==> config.mk <==
export PLATFORM = sky130hd
export DESIGN_NAME = dmem_arbiter
export DESIGN_NICKNAME = d
export VERILOG_FILES = /design/src/rtl/dmem_arbiter.sv
export SDC_FILE = /design/constraint.sdc
export NUM_CORES = 1
export LEC_CHECK = 0
export BUFFER_PORTS_ARGS = -buffer_cell sky130_fd_sc_hd__buf_2
export CAP_MARGIN = 20
export CORE_AREA = 2 2 118 120
export DETAILED_ROUTE_END_ITERATION = 6
export DIE_AREA = 0 0 120 122
export HOLD_SLACK_MARGIN = 0.03
export SETUP_SLACK_MARGIN = 0.3
export SYNTH_ARGS = -nofsm -noshare
export SYNTH_HDL_FRONTEND = slang
export SYNTH_SLANG_ARGS = --single-unit
export TNS_END_PERCENT = 1
==> constraint.sdc <==
create_clock -name clk_i -period 2 [get_ports clk_i]
set_clock_uncertainty 0.2 [all_clocks]
set_input_delay 0.2 -clock clk_i [delete_from_list [all_inputs] [get_ports clk_i]]
set_output_delay 0.2 -clock clk_i [all_outputs]
set_load 0.01 [all_outputs]
==> src/rtl/dmem_arbiter.sv <==
// rtl/dmem_arbiter.sv - two-port data memory arbiter with port-1 burst lock
module dmem_arbiter #(
  parameter int ADDR_W    = 32,
  parameter int DATA_W    = 32,
  parameter int MAX_BURST = 4
) (
  input  logic              clk_i,
  input  logic              start_i,
  input  logic              req0_i,
  input  logic              we0_i,
  input  logic [ADDR_W-1:0] addr0_i,
  input  logic [DATA_W-1:0] wdata0_i,
  output logic              gnt0_o,
  output logic              rvalid0_o,
  output logic [DATA_W-1:0] rdata0_o,
  output logic              stall_o,
  input  logic              req1_i,
  input  logic              we1_i,
  input  logic [ADDR_W-1:0] addr1_i,
  input  logic [DATA_W-1:0] wdata1_i,
  input  logic              lock1_i,
  output logic              gnt1_o,
  output logic              rvalid1_o,
  output logic [DATA_W-1:0] rdata1_o,
  output logic [ADDR_W-1:0] mem_addr_o,
  output logic              mem_we_o,
  output logic [DATA_W-1:0] mem_wdata_o,
  input  logic [DATA_W-1:0] mem_rdata_i
);

  localparam int BW = $clog2(MAX_BURST + 1);
  localparam logic [BW-1:0] BMAX = BW'(MAX_BURST);

  typedef enum logic {
    ARB   = 1'b0,
    LOCK1 = 1'b1
  } state_t;

  state_t          state_q, state_d;
  logic            prio_q, prio_d;
  logic [BW-1:0]   bcnt_q, bcnt_d;
  logic            gnt0, gnt1;
  logic            arb0, arb1;
  logic            rvalid0_q, rvalid1_q;
  logic [DATA_W-1:0] rdata0_q, rdata1_q;

  // Round-robin winner used whenever the port-1 lock is not in force
  always_comb begin
    arb0 = req0_i & (~req1_i | ~prio_q);
    arb1 = req1_i & (~req0_i | prio_q);
  end

  // Next-state, priority, burst count and grant decode
  always_comb begin
    state_d = state_q;
    prio_d  = prio_q;
    bcnt_d  = bcnt_q;
    gnt0    = 1'b0;
    gnt1    = 1'b0;
    case (state_q)
      ARB: begin
        gnt0 = arb0;
        gnt1 = arb1;
        if (arb0 | arb1) prio_d = arb0;
        if (arb1 & lock1_i) begin
          state_d = LOCK1;
          bcnt_d  = BW'(1);
        end
      end
      LOCK1: begin
        if (!req1_i || !lock1_i) begin
          // Lock released: behave like ARB for this cycle and leave the burst
          gnt0 = arb0;
          gnt1 = arb1;
          if (arb0 | arb1) prio_d = arb0;
          state_d = ARB;
          bcnt_d  = '0;
        end else if (bcnt_q < BMAX) begin
          gnt1   = 1'b1;
          bcnt_d = bcnt_q + BW'(1);
        end else if (req0_i) begin
          // Burst budget spent and the CPU is waiting: force one CPU slot
          gnt0    = 1'b1;
          state_d = ARB;
          bcnt_d  = '0;
          prio_d  = 1'b1;
        end else begin
          gnt1 = 1'b1;
        end
      end
      default: begin
        state_d = ARB;
        bcnt_d  = '0;
      end
    endcase
    if (!start_i) begin
      gnt0 = 1'b0;
      gnt1 = 1'b0;
    end
  end

  // Arbitration state register
  always_ff @(posedge clk_i or negedge start_i) begin
    if (!start_i) begin
      state_q <= ARB;
      prio_q  <= 1'b0;
      bcnt_q  <= '0;
    end else begin
      state_q <= state_d;
      prio_q  <= prio_d;
      bcnt_q  <= bcnt_d;
    end
  end

  // Capture read data for a granted read; rvalid is a one-cycle pulse
  always_ff @(posedge clk_i or negedge start_i) begin
    if (!start_i) begin
      rvalid0_q <= 1'b0;
      rvalid1_q <= 1'b0;
      rdata0_q  <= '0;
      rdata1_q  <= '0;
    end else begin
      rvalid0_q <= gnt0 & ~we0_i;
      rvalid1_q <= gnt1 & ~we1_i;
      if (gnt0 & ~we0_i) rdata0_q <= mem_rdata_i;
      if (gnt1 & ~we1_i) rdata1_q <= mem_rdata_i;
    end
  end

  // Shared memory port mux; idle cycles drive zeros
  always_comb begin
    mem_addr_o  = '0;
    mem_we_o    = 1'b0;
    mem_wdata_o = '0;
    if (gnt0) begin
      mem_addr_o  = addr0_i;
      mem_we_o    = we0_i;
      mem_wdata_o = wdata0_i;
    end else if (gnt1) begin
      mem_addr_o  = addr1_i;
      mem_we_o    = we1_i;
      mem_wdata_o = wdata1_i;
    end
  end

  assign gnt0_o    = gnt0;
  assign gnt1_o    = gnt1;
  assign stall_o   = req0_i & ~gnt0;
  assign rvalid0_o = rvalid0_q;
  assign rvalid1_o = rvalid1_q;
  assign rdata0_o  = rdata0_q;
  assign rdata1_o  = rdata1_q;

endmodule

==> flow_summary.toml <==
[run_status]
status = "finished with violations"
violations = "negative setup slack"

[clock_network]
cts_tree = "built"
cts_buffers = 9
cts_buffer_depth = 2
ctsRootBufferMaster = "clkbuf_16"
clkLatencyLatePin_ns = 0.33
cts_sinks = 71
cts.clk_slew.worst_paths_ns = 0.05
h-tree-depth = 3

[sta]
fin_hold_ws_ns = 0.0663
relSlewSlack = 0.436
fin_ws_ns = -0.255
tightest_slew_ns = 0.846
finalSetupViolCount = 99
drv_slew = 0
finalHoldViolations = 0
finalCriticalPeriod_ns = 2.25
fin_crit_sh = 1.13
max_freq_ghz = 0.444
rsz0062_at_grt = "yes"

[drt]
drtIter0Drc = 183
ant_nets = 0
post-route-drc-count = 0
vias = 3735
drtPass1Iterations = 4
avgViaCountPerCell = 4.66
routed_wirelength_um = 15300
routedWlPerCell_um = 19.1

[placement]
place_congestion = 0.873
dp_cells = 728
dp_hpwl_um = 10700
port_buffers = 300
place_ws_ns = -0.0303

[yosys]
ys_seq_area_frac = 0.488
synth_seq_cells = 71
synth_nets = 426
ys_top_cells_by_area = "dfrtp_1, mux2_4, a22o_1"
netlist_area_mm2 = 0.00364
synth_cells = 258
synth_top_area_frac = 0.488
netlist-cell-type-count = 25
yosysTopAreaCell = "dfrtp_1"
synth.avg_cell_area_um2 = 14.1
yosys_warnings = 0

[cells_and_area]
syn_to_final_growth_pct = 79.4
finalNetCount = 782
final_cells = 801
drive_above_1_share = 0.675
utilization = 0.484

[power_and_ir_drop]
ir_drop_mv = 0.413
total_power_mw = 5.65
power_density_mw_per_mm2 = 865
p_leak_nw = 3.54

[critical_path]
max_stage_delay_ns = 0.41
path_common_cell = "buf_12"
path_class = "flop to primary output"
cp_slowest_cell = "dfrtp_1"
cp.arrival_ns = 1.85
cp_max_fo = 9
path_buf_inv = 3
cp_cell_sequence = "and2_4 -> o2111a_2 -> buf_12 -> buf_12 -> a22o_4 -> buf_6"
crit_path_end_kind = "primary output"
critPathRequiredTime_ns = 1.60
path_delay_family = "compound AO/OA/AOI/OAI gates"
start_kind = "flop"

[floorplanning]
ios = 301
die_h_um = 122
start_util = 0.270
coreArea_mm2 = 0.0135
dieArea_mm2 = 0.0146
dieWidth_um = 120
core.rowCount = 43

[global_routing]
grt_pass1_wl_um = 21000
grt.overflow.total = 0
grtUsageTotal = 0.190
grt_antenna_before_repair = 2
grt_pass1_vias = 3806
grt_max_degree = 68

[job]
maxCapViolCount = 0

[min_path]
hp-class = "input pin to flop"
[worst min-delay path, stage by stage]
cell     delay (ns)
buf_2          0.13
nand2_1        0.15
a31oi_1        0.07
[per-layer routing]
layer	GRT usage	up-vias	wire, um
met5	0	-	0
met4	0.0831	0	371
met3	0.0566	17	1200
met2	0.331	175	7850
met1	0.215	1838	5910
li1	-	1705	-
[flip-flops by register name, summed over array words and instances, names as in the netlist]
| name | flops |
|---|---|
| rvalid1_o | 1 |
| rdata1_o | 32 |
| state_q | 1 |
| prio_q | 1 |
| bcnt_q | 3 |
| rdata0_o | 32 |
| rvalid0_o | 1 |
[power by group]
part           switching, mW  total, mW  internal, mW
registers              0.196       1.98          1.79
clock network          0.601       1.73          1.13
logic                  0.823       1.95          1.12
[logic make-up after synthesis]
kind of cell / after synthesis / share of synthesized area
AO/OA/AOI/OAI: 76 / 0.179
adder cells (fa/ha/maj): 1 / 0.00343
buffers and inverters: 26 / 0.0440
flip-flops: 71 / 0.488
multiplexers: 64 / 0.257
AND/OR/NAND/NOR: 20 / 0.0292
[stage by stage]
| step | area (um2) | setup TNS (ns) |
|---|---|---|
| 2_1_floorplan | 3660 | 0 |
| 3_3_place_gp | 5400 | 0 |
| 3_5_place_dp | 5400 | -0.406 |
| 4_1_cts | 6300 | -14.62 |
| 5_1_grt | 6540 | -21.59 |
| 6_report | 6540 | -16.09 |
[cell type report]
| class | instances | area [um2] |
|---|---|---|
| Fill cell | 1241 | 6970 |
| Inverter | 3 | 11.3 |
| Tap cell | 180 | 225 |
| Clock buffer | 11 | 243 |
| Antenna cell | 2 | 5.00 |
| Timing Repair Buffer | 368 | 2410 |
| Clock inverter | 5 | 81.3 |
| Multi-Input combinational cell | 161 | 1780 |
| Sequential cell | 71 | 1780 |
[Yosys cell counts]
library cell,number
and4_1,1
nand4b_1,1
mux2_4,57
ha_1,1
o32ai_1,1
o2111a_1,1
a21oi_1,2
inv_1,3
buf_4,1
mux2_1,7
nand2b_1,3
nor2b_1,4
buf_6,6
a31oi_1,2
a211oi_2,1
a211oi_1,1
nor2_1,4
dfrtp_1,71
a22o_1,66
and2_1,1
buf_2,11
o22ai_1,2
nand3_1,1
clkbuf_1,5
nand2_1,5
[layout by cell type, fill, tap and decap left out, drive strengths merged, types with 2 or more instances in the layout]
cell	n
a21oi	2
nand2b	3
inv	3
diode	2
nor2b	4
mux2	64
buf	327
bufinv	2
o22ai	2
a22o	66
nand2	5
dlygate4sd3	36
clkinv	2
nor2	4
a31oi	2
a211oi	2
dfrtp	71
clkbuf	15
[path summary, 6_finish.rpt]
path	start	to	slack, ns	cells past startpoint
worst max-delay path	state_q	mem_wdata_o[28]	-0.25	6
worst min-delay path	req1_i	state_q	0.07	3
worst max register to register	state_q	rdata0_o[0]	-0.09	6
worst min register to register	rdata0_o[2]	rdata0_o[2]	0.28	1
max in group asynchronous	start_i	rvalid1_o	0.58	3
min in group asynchronous	start_i	state_q	0.09	2
[repair_timing]
item / 4_1_cts / 5_1_grt
resized for setup: 23 / 17
endpoints found under the setup margin: 132 / 135
hold buffers: 37 / 0
buffers inserted: 5 / 4
cloned: 3 / 6
endpoints found under the hold margin: 71 / 0
pin swaps: 43 / 11
Power figures use the tool's default switching activity.
